--- src/rtl/serial_frame_pkg.sv ---
// Shared state encoding and parameter defaults for the serial frame scheduler.
package serial_frame_pkg;

  localparam int ADDR_W_DEF = 2;
  localparam int LEN_W_DEF  = 4;
  localparam int DATA_W_DEF = 16;

  typedef enum logic [2:0] {
    S_IDLE,
    S_START,
    S_ADDR,
    S_LEN,
    S_DATA,
    S_PARITY,
    S_STOP
  } state_t;

endpackage

--- src/rtl/serial_frame_scheduler_rr_arbiter.sv ---
// Round-robin pick of the first set request at or after ptr, wrapping; purely combinational.
// Zero latency; no backpressure, the caller decides when a grant is taken.
module rr_arbiter #(
  parameter int IDX_W = 2
) (
  input  logic [(2**IDX_W)-1:0] req,
  input  logic [IDX_W-1:0]      ptr,
  output logic [(2**IDX_W)-1:0] gnt,
  output logic [IDX_W-1:0]      idx,
  output logic                  any
);

  localparam int N = 2**IDX_W;

  logic [IDX_W-1:0] cand;

  // N is a power of two, so the IDX_W-bit add wraps the search for free
  always_comb begin
    gnt  = '0;
    idx  = '0;
    any  = 1'b0;
    cand = '0;
    for (int i = 0; i < N; i++) begin
      cand = ptr + IDX_W'(i);
      if (!any && req[cand]) begin
        any       = 1'b1;
        gnt[cand] = 1'b1;
        idx       = cand;
      end
    end
  end

endmodule

--- src/rtl/serial_frame_scheduler.sv ---
// Round-robin serial frame transmitter: start, addr, len, len data bits, [parity], stop; one bit per clkEn.
// Outputs registered (1 clk after a clkEn edge); no backpressure. SERIAL_FRAME_PARITY_EN adds a parity bit.
module serial_frame_scheduler
  import serial_frame_pkg::*;
#(
  parameter int ADDR_W = ADDR_W_DEF,
  parameter int LEN_W  = LEN_W_DEF,
  parameter int DATA_W = DATA_W_DEF
) (
  input  logic                            clk,
  input  logic                            rst,
  input  logic                            clkEn,
  input  logic [(2**ADDR_W)-1:0]          req,
  input  logic [(2**ADDR_W)*LEN_W-1:0]    len,
  input  logic [(2**ADDR_W)*DATA_W-1:0]   data,
  output logic [(2**ADDR_W)-1:0]          gnt,
  output logic                            serOut,
  output logic                            serOutValid,
  output logic                            busy,
  output logic                            done
);

  localparam int NUM_REQ = 2**ADDR_W;
  localparam int SHW     = $clog2(DATA_W) + 1;

  state_t              state, state_nxt, tail_state;
  logic [ADDR_W-1:0]   ptr, ptr_nxt, addr_sr, addr_sr_nxt;
  logic [LEN_W-1:0]    len_sr, len_sr_nxt, len_q, len_q_nxt, cnt, cnt_nxt;
  logic [DATA_W-1:0]   data_sr, data_sr_nxt;
  logic                ser_q, ser_nxt, vld_q, vld_nxt, busy_q, busy_nxt, done_q, done_nxt;
  logic [NUM_REQ-1:0]  gnt_q, gnt_nxt;
  logic                tail_ser, tail_vld;
`ifdef SERIAL_FRAME_PARITY_EN
  logic                par_q, par_nxt;
`endif

  logic [NUM_REQ-1:0]  arb_gnt;
  logic [ADDR_W-1:0]   arb_idx;
  logic                arb_any;
  logic [LEN_W-1:0]    len_sel;
  logic [DATA_W-1:0]   data_sel, data_aln;
  logic [SHW-1:0]      sh_amt;

  rr_arbiter #(.IDX_W(ADDR_W)) u_arb (
    .req (req),
    .ptr (ptr),
    .gnt (arb_gnt),
    .idx (arb_idx),
    .any (arb_any)
  );

  // Left-align data[len-1:0] so the data field always leaves from the MSB
  assign len_sel  = len[arb_idx*LEN_W +: LEN_W];
  assign data_sel = data[arb_idx*DATA_W +: DATA_W];
  assign sh_amt   = SHW'(DATA_W) - SHW'(len_sel);
  assign data_aln = data_sel << sh_amt;

  always_comb begin
`ifdef SERIAL_FRAME_PARITY_EN
    tail_state = S_PARITY;
    tail_ser   = par_q;
    tail_vld   = 1'b1;
`else
    tail_state = S_STOP;
    tail_ser   = 1'b1;
    tail_vld   = 1'b0;
`endif
  end

  always_comb begin
    state_nxt   = state;
    ptr_nxt     = ptr;
    addr_sr_nxt = addr_sr;
    len_sr_nxt  = len_sr;
    len_q_nxt   = len_q;
    cnt_nxt     = cnt;
    data_sr_nxt = data_sr;
    ser_nxt     = ser_q;
    vld_nxt     = vld_q;
    gnt_nxt     = '0;
    done_nxt    = 1'b0;
`ifdef SERIAL_FRAME_PARITY_EN
    par_nxt     = par_q;
`endif
    if (clkEn) begin
      case (state)
        S_IDLE: begin
          ser_nxt = 1'b1;
          vld_nxt = 1'b0;
          if (arb_any) begin
            gnt_nxt     = arb_gnt;
            ptr_nxt     = arb_idx + ADDR_W'(1);
            addr_sr_nxt = arb_idx;
            len_sr_nxt  = len_sel;
            len_q_nxt   = len_sel;
            data_sr_nxt = data_aln;
`ifdef SERIAL_FRAME_PARITY_EN
            par_nxt     = ^{arb_idx, len_sel, data_aln};
`endif
            state_nxt   = S_START;
            ser_nxt     = 1'b0;
          end
        end
        S_START: begin
          state_nxt = S_ADDR;
          cnt_nxt   = LEN_W'(ADDR_W - 1);
          ser_nxt   = addr_sr[ADDR_W-1];
          vld_nxt   = 1'b1;
        end
        S_ADDR: begin
          if (cnt == '0) begin
            state_nxt = S_LEN;
            cnt_nxt   = LEN_W'(LEN_W - 1);
            ser_nxt   = len_sr[LEN_W-1];
          end else begin
            cnt_nxt     = cnt - LEN_W'(1);
            addr_sr_nxt = addr_sr << 1;
            ser_nxt     = addr_sr_nxt[ADDR_W-1];
          end
        end
        S_LEN: begin
          if (cnt != '0) begin
            cnt_nxt    = cnt - LEN_W'(1);
            len_sr_nxt = len_sr << 1;
            ser_nxt    = len_sr_nxt[LEN_W-1];
          end else if (len_q == '0) begin
            state_nxt = tail_state;
            ser_nxt   = tail_ser;
            vld_nxt   = tail_vld;
          end else begin
            state_nxt = S_DATA;
            cnt_nxt   = len_q - LEN_W'(1);
            ser_nxt   = data_sr[DATA_W-1];
          end
        end
        S_DATA: begin
          if (cnt == '0) begin
            state_nxt = tail_state;
            ser_nxt   = tail_ser;
            vld_nxt   = tail_vld;
          end else begin
            cnt_nxt     = cnt - LEN_W'(1);
            data_sr_nxt = data_sr << 1;
            ser_nxt     = data_sr_nxt[DATA_W-1];
          end
        end
`ifdef SERIAL_FRAME_PARITY_EN
        S_PARITY: begin
          state_nxt = S_STOP;
          ser_nxt   = 1'b1;
          vld_nxt   = 1'b0;
        end
`endif
        S_STOP: begin
          state_nxt = S_IDLE;
          ser_nxt   = 1'b1;
          vld_nxt   = 1'b0;
          done_nxt  = 1'b1;
        end
        default: begin
          state_nxt = S_IDLE;
          ser_nxt   = 1'b1;
          vld_nxt   = 1'b0;
        end
      endcase
    end
    busy_nxt = (state_nxt != S_IDLE);
  end

  always_ff @(posedge clk) begin
    if (rst) begin
      state   <= S_IDLE;
      ptr     <= '0;
      addr_sr <= '0;
      len_sr  <= '0;
      len_q   <= '0;
      cnt     <= '0;
      data_sr <= '0;
      ser_q   <= 1'b1;
      vld_q   <= 1'b0;
      busy_q  <= 1'b0;
      done_q  <= 1'b0;
      gnt_q   <= '0;
`ifdef SERIAL_FRAME_PARITY_EN
      par_q   <= 1'b0;
`endif
    end else begin
      state   <= state_nxt;
      ptr     <= ptr_nxt;
      addr_sr <= addr_sr_nxt;
      len_sr  <= len_sr_nxt;
      len_q   <= len_q_nxt;
      cnt     <= cnt_nxt;
      data_sr <= data_sr_nxt;
      ser_q   <= ser_nxt;
      vld_q   <= vld_nxt;
      busy_q  <= busy_nxt;
      done_q  <= done_nxt;
      gnt_q   <= gnt_nxt;
`ifdef SERIAL_FRAME_PARITY_EN
      par_q   <= par_nxt;
`endif
    end
  end

  assign gnt         = gnt_q;
  assign serOut      = ser_q;
  assign serOutValid = vld_q;
  assign busy        = busy_q;
  assign done        = done_q;

endmodule
--- config.mk ---
export PLATFORM = sky130hd
export DESIGN_NAME = serial_frame_scheduler
export DESIGN_NICKNAME = d
export VERILOG_FILES = /design/src/rtl/serial_frame_pkg.sv /design/src/rtl/serial_frame_scheduler_rr_arbiter.sv /design/src/rtl/serial_frame_scheduler.sv
export SDC_FILE = /design/constraint.sdc
export NUM_CORES = 1
export LEC_CHECK = 0
export CORE_ASPECT_RATIO = 1.5
export CORE_MARGIN = 2
export CORE_UTILIZATION = 50
export CTS_CLUSTER_SIZE = 25
export DETAILED_ROUTE_END_ITERATION = 10
export GPL_ROUTABILITY_DRIVEN = 0
export HOLD_SLACK_MARGIN = 0.06
export PLACE_DENSITY = 0.79
export SLEW_MARGIN = 20
export SYNTH_ARGS = -nofsm -noshare
export SYNTH_HDL_FRONTEND = slang
export SYNTH_HIERARCHICAL = 1
export SYNTH_SLANG_ARGS = --single-unit
export TNS_END_PERCENT = 10
--- constraint.sdc ---
create_clock -name clk -period 5.8 [get_ports clk]
set_clock_uncertainty 0.05 [all_clocks]
set_input_delay 0.87 -clock clk [delete_from_list [all_inputs] [get_ports clk]]
set_output_delay 0.87 -clock clk [all_outputs]
set_load 0.02 [all_outputs]
==> metrics.md, run 1 <==
| Metric | Value |
|---|---|
| WP buf/inv | `3` |
| Clock transition at path regs | `0.09 ns` |
| Largest net degree at the start of global routing | `42` |
| Maxcap violations | `0` |
| Layout cells sized above 1 | `13.9%` |
| DIE WIDTH | `75.1 microns` |
| Setup TNS | `0 ns` |
| Vias/cell | `6.09` |
| Htree depth | `2` |
| Ys async rst share | `0%` |
| Post-CTS Hold Fix Bufs | `0` |
| Cells after synthesis | `438` |
| HPWL after detailed placement | `7740 microns` |
| Port bufs | `94` |
| Post-cts resize count | `0` |
| Mapped cell area | `3790 sq um` |
| Fill cell count | `621` |
| RSZ-0062 raised after global routing | `no` |
| CP max stage cell | `mux4_2` |
| Count of final hold-check violations | `0` |
| Slowest Stage Delay on Critical Path | `0.66 ns` |
| Sink Count | `43` |
| Class of the most critical hold timing path | `reg2reg` |
| Syn_area_per_cell | `8.65 sq um` |
| Fin crit period | `4.88 ns` |
| Post-synth top flop | `dfxtp_1` |
| Top-count cell post-synth | `nor2_1` |
| Worst Path Required | `5.92 ns` |
| Initial antenna violation count | `0` |
| Area growth, synth to finish | `27.8%` |
| Chip Height | `111 microns` |
| TritonCTS Buffers | `5` |
| IO Pins | `95` |
| Grt total ovfl | `0` |
| Nets | `607` |
| Leading area contributor after synthesis | `dfxtp_1` |
| CP arrival | `5.01 ns` |
| Top cells by area, synth | `dfxtp_1, mux4_2, nor2_1, mux2i_1, nand2_1` |
| DRT Pass-1 Iters | `5` |
| Leakage | `1.78 nW` |
| Power Total | `2.03 mW` |
| Critical Path Source Type | `input port` |
| Sequential area share after synthesis | `22.7%` |
| Normalized max-slew margin | `38.7%` |
| Worst Tran Pin Value | `0.915 ns` |
| Root Buffer | `clkbuf_8` |
| Worst-path fanout max | `20` |
| Post-synthesis net count | `535` |
| Final wirelength | `10100 microns` |
| Top cell family by delay on the critical path | `multiplexers` |
| Fmax | `0.205 GHz` |
| Worst Setup Path Type | `in2reg` |
| Top cell type's share of synthesized area | `22.7%` |
| CP Capture Type | `register` |
| Final Max Tran Viols | `0` |
| Post-CTS Setup Inserts | `0` |
| Status | `finished clean` |
| Most repeated library cell on the critical path | `mux4_2` |
| CP Cell Sequence | `clkdlybuf4s50_1, mux4_2, nor4b_4, nor2_1, a32o_1, buf_4, mux4_2, inv_2, ha_1, xnor2_2, mux2i_2, o22ai_2, a221oi_2, nor3_1` |
| Via count | `3723` |
| Power per cell area | `420 nW/um^2` |
| Die area | `8300 sq um` |
| Total GRT Usage | `25.3%` |
| Cell Rows | `38` |
| Drt wl/cell | `16.5 microns` |
| Initial Utilization | `52.1%` |
| Max Buffers Root-to-Sink | `2` |
| Hold slack | `0.441 ns` |
| DRC viols | `0` |
| CTS tree | `done` |
| Post-synth top cells | `nor2_1, dfxtp_1, nand2_1` |
| Synth cell types | `66` |
| First-pass GRT wire length | `17100 microns` |
| Vias in the first global route | `3683` |
| Number of synthesized flops with an enable pin | `0` |
| Drt first-iter violations | `331` |
| Maximum vdd drop | `0.000245 V` |
| Worst-Skew Late Latency | `0.30 ns` |
| # diodes | `0` |
| Post-synthesis register bit count | `43` |
| Setup Viol. Count Final | `0` |
| Final period utilization | `84.2%` |
| Antenna-violating nets left | `0` |
| YS warnings | `6` |
| Placed Cells | `603` |
| Core box area | `7270 sq um` |
| Finished Layout Cells | `611` |
==> metrics by stage <==
stage / setup WS (ns) / instance area, sq um / utilization, %
after floorplan: 1.45 / 3790 / -
after global placement: 0.788 / 4730 / 65.0
after detailed placement: 0.635 / 4730 / 65.0
after CTS: 0.925 / 4840 / 66.6
after global routing: 0.573 / 4840 / 66.6
final: 0.915 / 4840 / 66.6
==> path summary, 6_finish.rpt <==
path	slack, ns	from	cells past startpoint	to
worst min register to register	0.44	addr_sr[1]	2	addr_sr[1]
worst max-delay path	0.92	req[3]	14	data_sr[5]
worst max register to register	0.95	ptr[0]	15	data_sr[5]
worst min-delay path	0.44	addr_sr[1]	2	addr_sr[1]
==> worst register-to-register path, stage by stage (launching register included) <==
cell      delay [ns]
dfxtp_1         0.69
inv_1           0.18
ha_1            0.40
mux4_2          0.44
nor4b_4         0.42
nor2_1          0.10
a32o_1          0.26
buf_4           0.22
mux4_2          0.27
inv_2           0.04
ha_1            0.25
xnor2_2         0.58
mux2i_2         0.35
o22ai_2         0.13
a221oi_2        0.26
nor3_1          0.08
==> area by class of cell <==
type	instances	area, sq um	share of cell area [%]
Multi-Input combinational cell	343	2690	55.5
Timing Repair Buffer	102	1000	20.7
Tap cell	100	125	2.58
Inverter	15	56.3	1.16
Clock inverter	3	43.8	0.904
Clock buffer	5	68.8	1.42
Sequential cell	43	861	17.8
==> cells in the final DEF (no fill, tap or decap), types with 3 or more instances in the layout <==
| cell | netlist | routed |
|---|---|---|
| o21ai_1 | 3 | 3 |
| mux2_2 | 6 | 6 |
| a22oi_1 | 13 | 13 |
| o22ai_1 | 4 | 4 |
| nand3_1 | 9 | 9 |
| buf_4 | 0 | 8 |
| xnor2_1 | 4 | 4 |
| o211a_1 | 3 | 3 |
| mux2i_1 | 20 | 20 |
| nor3_1 | 11 | 11 |
| a21oi_1 | 28 | 28 |
| nand2_1 | 41 | 41 |
| and2_1 | 3 | 3 |
| clkdlybuf4s50_1 | 0 | 94 |
| mux4_2 | 22 | 22 |
| o211ai_1 | 6 | 6 |
| dfxtp_1 | 43 | 43 |
| inv_1 | 14 | 14 |
| and3_1 | 9 | 9 |
| ha_1 | 10 | 10 |
| nand2b_1 | 6 | 6 |
| a221oi_2 | 3 | 3 |
| nor2_1 | 56 | 56 |
| a221oi_1 | 10 | 10 |
| clkbuf_8 | 0 | 5 |
| a211oi_2 | 5 | 5 |
| o21ai_0 | 18 | 18 |
| a31oi_1 | 4 | 4 |
==> registers in the layout, summed over array words and instances (netlist names) <==
signal	cells
gnt	4
done	1
serOutValid	1
busy	1
serOut	1
len_q	4
ptr	2
addr_sr	2
len_sr	4
data_sr	16
cnt	4
state	3
==> cells by family (layout without fill, tap and decap cells) <==
logic type                 Yosys count  count (layout)  share of synthesized area [%]
DFF                                 43              43                           22.7
muxes                               55              55                           23.3
xor gates and xnor gates             6               6                           1.59
buffers and inverters               52             125                           7.14
AOI/OAI and AO/OA                  116             116                           22.0
and+or+nand+nor                    156             156                           19.9
adders and majority gates           10              10                           3.30
==> where the power goes <==
group / switching, mW / total, mW / internal [mW]
clock: 0.110 / 0.238 / 0.128
sequential: 0.0509 / 0.397 / 0.346
combinational: 0.774 / 1.40 / 0.623
==> routing by layer <==
| metal | track usage, % | up-vias | wire, microns |
|---|---|---|---|
| met1 | 32.5 | 1749 | 4110 |
| met5 | 0 | - | 0 |
| met2 | 43.5 | 166 | 5140 |
| met4 | 7.62 | 0 | 263 |
| met3 | 2.19 | 24 | 553 |
| li1 | - | 1784 | - |
Note: power is estimated with default switching activity, not from simulation.
==> inputs of run 2 (changes only) <==
Clock period 5.8 ns to 4.5 ns, I/O delays scaled along.
==> run 2 against run 1 <==
Compared with the run above: combinational power increased by 37%; critical path depth fell by 1; total power grew 32%; final cell count up 2.0%; worst hold slack worse by 0.029 ns; sequential share of layout area shrank 0.30 points; design area increased by 1.7%; utilization increased by 1.2 points; via count fell by 0.75%; global-route usage down 0.20 points; critical endpoint is now data_sr[4]; highest routed layer unchanged.
==> metrics.md, run 2 (same netlist as run 1, synthesis figures left out) <==
| Metric | Value |
|---|---|
| Vias/cell | `5.93` |
| Most frequent cells in the layout | `clkdlybuf4s50_1, nor2_1, dfxtp_1` |
| R2r worst-path depth | `14` |
| DRC viols | `0` |
| CP arrival | `4.45 ns` |
| Max Buffers Root-to-Sink | `2` |
| CP Cell Sequence | `clkdlybuf4s50_1, mux4_1, and2b_2, o21ai_0, o31ai_4, mux4_2, buf_4, buf_4, mux2_4, mux2i_1, a21oi_1, a221oi_2, nor3_1` |
| Critical path depth | `13` |
| Finished Core Util | `67.7%` |
| Clock transition at path regs | `0.09 ns` |
| Worst-Skew Late Latency | `0.30 ns` |
| Core box area | `7270 sq um` |
| Final wirelength | `9930 microns` |
| WP buf/inv | `3` |
| Nets | `619` |
| Final period utilization | `96.1%` |
| TritonCTS Buffers | `5` |
| Grt total ovfl | `0` |
| Fin crit period | `4.32 ns` |
| DRT Pass-1 Iters | `5` |
| Sink Count | `43` |
| Final Max Tran Viols | `0` |
| CP Capture Type | `register` |
| Worst Tran Pin Value | `0.788 ns` |
| Post-CTS Setup Inserts | `0` |
| FF-to-FF End | `data_sr[4]` |
| Leakage | `1.83 nW` |
| Chip Height | `111 microns` |
| Critical Path End | `data_sr[4]` |
| CTS tree | `done` |
| CP Launch Point | `req[0]` |
| IO Pins | `95` |
| Area growth, synth to finish | `30.1%` |
| Port bufs | `94` |
| Status | `finished clean` |
| Count of final hold-check violations | `0` |
| FF-to-FF Start | `ptr[1]` |
| Worst-path fanout max | `13` |
| Initial Utilization | `52.1%` |
| Largest net degree at the start of global routing | `42` |
| Root Buffer | `clkbuf_8` |
| Power per cell area | `544 nW/um^2` |
| DIE WIDTH | `75.1 microns` |
| Antenna-violating nets left | `0` |
| Fill cell count | `596` |
| Via count | `3695` |
| Top cell family by delay on the critical path | `multiplexers` |
| Vias in the first global route | `3601` |
| HPWL after detailed placement | `7860 microns` |
| Reg with most FFs | `data_sr` |
| Setup TNS | `0 ns` |
| Maximum vdd drop | `0.000396 V` |
| Most common cell after layout, fill and taps aside | `clkdlybuf4s50_1` |
| Worst reg-to-reg setup slack | `0.44 ns` |
| Maxcap violations | `0` |
| Max reg flops | `16` |
| Die area | `8300 sq um` |
| CP max stage cell | `mux4_1` |
| Drt first-iter violations | `359` |
| Cell Rows | `38` |
| RSZ-0062 raised after global routing | `no` |
| Fmax | `0.231 GHz` |
| Normalized max-slew margin | `47.4%` |
| Layout cells sized above 1 | `15.9%` |
| # diodes | `0` |
| Total GRT Usage | `25.1%` |
| Class of the most critical hold timing path | `reg2reg` |
| Slowest Stage Delay on Critical Path | `0.63 ns` |
| Worst Path Required | `4.63 ns` |
| Critical Path Source Type | `input port` |
| Worst Setup Path Type | `in2reg` |
| Most repeated library cell on the critical path | `buf_4` |
| First-pass GRT wire length | `16900 microns` |
| Drt wl/cell | `15.9 microns` |
| Htree depth | `2` |
| Initial antenna violation count | `0` |
| Setup Viol. Count Final | `0` |
-- run 2: cell count changes in the layout (fill, tap and decap cells not counted) --
cell,change
buf_12,+1
nor3b_1,+1
buf_4,+11
clkinv_2,-1
mux2i_2,+1
nor3b_2,-1
mux2i_1,-1
inv_6,+2
bufinv_16,-1
-- run 2: layout make-up --
type,count,area [sq um],share of cell area (%)
well taps,100,125,2.54
clock buffers,5,68.8,1.40
repair buffers,114,1100,22.4
clock inverters,3,26.3,0.533
multi-input cells,343,2690,54.5
inverters,15,56.3,1.14
flip-flops and latches,43,861,17.5
-- run 2: worst min-delay path: stages, from the launching register on --
cell and delay (ns):
dfxtp_1 0.32, nand2_1 0.05, a21oi_1 0.05
-- run 2: through the flow --
step | hold slack [ns] | cells | area [sq um] | total power [mW] | setup slack, ns
after CTS | 0.412 | 623 | 4920 | 2.65 | 0.206
after global routing | 0.441 | 623 | 4930 | 2.87 | 0.00167
after floorplan | 0.387 | 438 | 3790 | 1.96 | 0.258
final | 0.413 | 623 | 4930 | 2.68 | 0.178
after global placement | 0.397 | 615 | 4830 | 2.35 | 0.0253
after detailed placement | 0.398 | 615 | 4830 | 2.38 | -0.122
-- run 2: what timing repair did --
item / CTS / global route
hold buffers: 0 / 0
resized for setup: 0 / 1
endpoints found under the setup margin: 0 / 1
-- run 2: metal layers --
layer / vias up / part of all wire (%) / track usage [%]
li1: 1808 / - / -
met1: 1770 / 42 / 32.2
met2: 106 / 53 / 42.5
met3: 11 / 4.0 / 3.01
met4: 0 / 1.5 / 7.86
met5: - / 0 / 0
-- run 2: worst min-delay path by stage --
stage	start	end	depth (start not counted)
3_5_place_dp	len_sr[0]	len_sr[0]	2
6_report	len_sr[0]	len_sr[0]	2
2_1_floorplan	len_sr[0]	len_sr[0]	2
3_3_place_gp	len_sr[0]	len_sr[0]	2
4_1_cts	len_sr[0]	len_sr[0]	2
5_1_grt	len_sr[0]	len_sr[0]	2
-- run 2: report_power, final --
group,internal [mW],switching [mW],leakage [nW]
sequential,0.446,0.0542,0.353
clock,0.114,0.149,0.0491
combinational,0.892,1.02,1.43
total,1.45,1.23,1.83
==> inputs of run 3 (changes only) <==
Settings changed: CORE_ASPECT_RATIO 1.5 to 0.8.
==> run 3 against run 2 <==
Compared with the run above: worst hold slack improved by 0.0042 ns; total power fell by 0.14%; routed wire length rose by 2.7%; via count rose by 3.0%; largest cell class unchanged; flip-flop and latch count did not move; sequential power barely moved; critical path depth did not move; clock power fell by 5%; design area fell by 0.69%; global-route usage rose by 0.19 points; non-clock buffer count did not move.
==> metrics.md, run 3 (same netlist as run 1, synthesis figures left out) <==
| Metric | Value |
|---|---|
| Root Buffer | `clkbuf_8` |
| Class of the most critical hold timing path | `reg2reg` |
| Layout cells sized above 1 | `15.7%` |
| Fmax | `0.237 GHz` |
| Final wirelength | `10200 microns` |
| Post-cts resize count | `0` |
| DRC viols | `0` |
| Cell Rows | `28` |
| DRT Pass-1 Iters | `6` |
| Slowest Stage Delay on Critical Path | `0.64 ns` |
| Antenna-violating nets left | `0` |
| TritonCTS Buffers | `5` |
| First-pass GRT wire length | `16700 microns` |
| HPWL after detailed placement | `7980 microns` |
| Power per cell area | `547 nW/um^2` |
| CP max stage cell | `mux4_1` |
| Vias/cell | `6.21` |
| Worst Path Required | `4.64 ns` |
| Maximum vdd drop | `0.000370 V` |
| Worst-path fanout max | `15` |
| Initial antenna violation count | `0` |
| Drt wl/cell | `16.6 microns` |
| Most frequent cells in the layout | `clkdlybuf4s50_1, nor2_1, dfxtp_1` |
| Maxcap violations | `0` |
| Most common cell after layout, fill and taps aside | `clkdlybuf4s50_1` |
| Via count | `3805` |
| Port bufs | `94` |
| Setup TNS | `0 ns` |
| RSZ-0062 raised after global routing | `no` |
| Worst Setup Path Type | `in2reg` |
| Normalized max-slew margin | `39.2%` |
| CP Cell Sequence | `clkdlybuf4s50_1, mux4_1, and2b_2, o21ai_1, o31ai_4, mux4_2, inv_2, ha_1, nor2_1, mux2_1, and2b_4, a221oi_1, nor3_1` |
| Initial Utilization | `51.5%` |
| Clock transition at path regs | `0.09 ns` |
| Sink Count | `43` |
| Critical Path Source Type | `input port` |
| Core box area | `7360 sq um` |
| Worst Tran Pin Value | `0.909 ns` |
| CP Capture Type | `register` |
| Fill cell count | `575` |
| Top cell family by delay on the critical path | `multiplexers` |
| Cell Area, Placed | `4810 sq um` |
| Max Buffers Root-to-Sink | `2` |
| CTS tree | `done` |
| Post-CTS Setup Inserts | `0` |
| Final period utilization | `93.9%` |
| Die area | `8290 sq um` |
| Status | `finished clean` |
| Post-route cell area | `4890 sq um` |
| DIE WIDTH | `101 microns` |
| Drt first-iter violations | `245` |
| WP buf/inv | `2` |
| Grt total ovfl | `0` |
| Largest net degree at the start of global routing | `32` |
| Total GRT Usage | `25.3%` |
| Chip Height | `81.8 microns` |
| Fin crit period | `4.23 ns` |
| Max reg flops | `16` |
| CP arrival | `4.36 ns` |
| Nets | `619` |
| Vias in the first global route | `3451` |
| Worst-Skew Late Latency | `0.30 ns` |
| Finished Core Util | `66.5%` |
| Post-CTS Hold Fix Bufs | `0` |
| Area growth, synth to finish | `29.2%` |
| Htree depth | `2` |
| # diodes | `0` |
| Count of final hold-check violations | `0` |
| Final Max Tran Viols | `0` |
| IO Pins | `95` |
| Leakage | `1.83 nW` |
| Setup Viol. Count Final | `0` |
| Reg with most FFs | `data_sr` |
## run 3: worst paths after layout
kind,start,endpoint,slack (ns),cells after the start
min,len_sr[0],len_sr[0],0.42,2
max reg2reg,ptr[1],data_sr[1],0.55,15
max,req[0],data_sr[1],0.27,13
min reg2reg,len_sr[0],len_sr[0],0.42,2
## run 3: cell type report
| class | count | area (sq um) | area share, % |
|---|---|---|---|
| Clock buffer | 6 | 72.6 | 1.48 |
| Sequential cell | 43 | 861 | 17.6 |
| Clock inverter | 2 | 12.5 | 0.256 |
| Tap cell | 90 | 113 | 2.30 |
| Inverter | 15 | 56.3 | 1.15 |
| Timing Repair Buffer | 114 | 1090 | 22.3 |
| Multi-Input combinational cell | 343 | 2690 | 54.9 |
## run 3: tightest hold or removal path, delay by kind of cell (launching register included)
kind | cells | cell delay [ns]
and+or+nand+nor | 1 | 0.05
DFF | 1 | 0.32
AOI/OAI and AO/OA | 1 | 0.05
## run 3: metrics by stage
step	hold slack [ns]	cells	power (mW)	worst slack (ns)
finish	0.417	613	2.67	0.274
CTS	0.414	613	2.64	0.197
floorplan	0.387	438	1.96	0.258
global route	0.435	613	2.85	0.0494
detailed placement	0.402	605	2.39	-0.118
global placement	0.395	605	2.36	0.0389
## run 3: per-layer routing
| layer | vias up | global-route usage (%) | wire length (microns) |
|---|---|---|---|
| li1 | 1808 | - | - |
| met2 | 208 | 40.5 | 4540 |
| met5 | - | 0 | 0 |
| met4 | 0 | 6.08 | 128 |
| met1 | 1776 | 34.4 | 4500 |
| met3 | 13 | 6.30 | 1030 |
## run 3: report_power, final
part	switching [mW]	leakage, nW	internal, mW
registers	0.0529	0.353	0.446
clock network	0.140	0.0412	0.109
logic	1.05	1.43	0.875
total	1.25	1.83	1.43
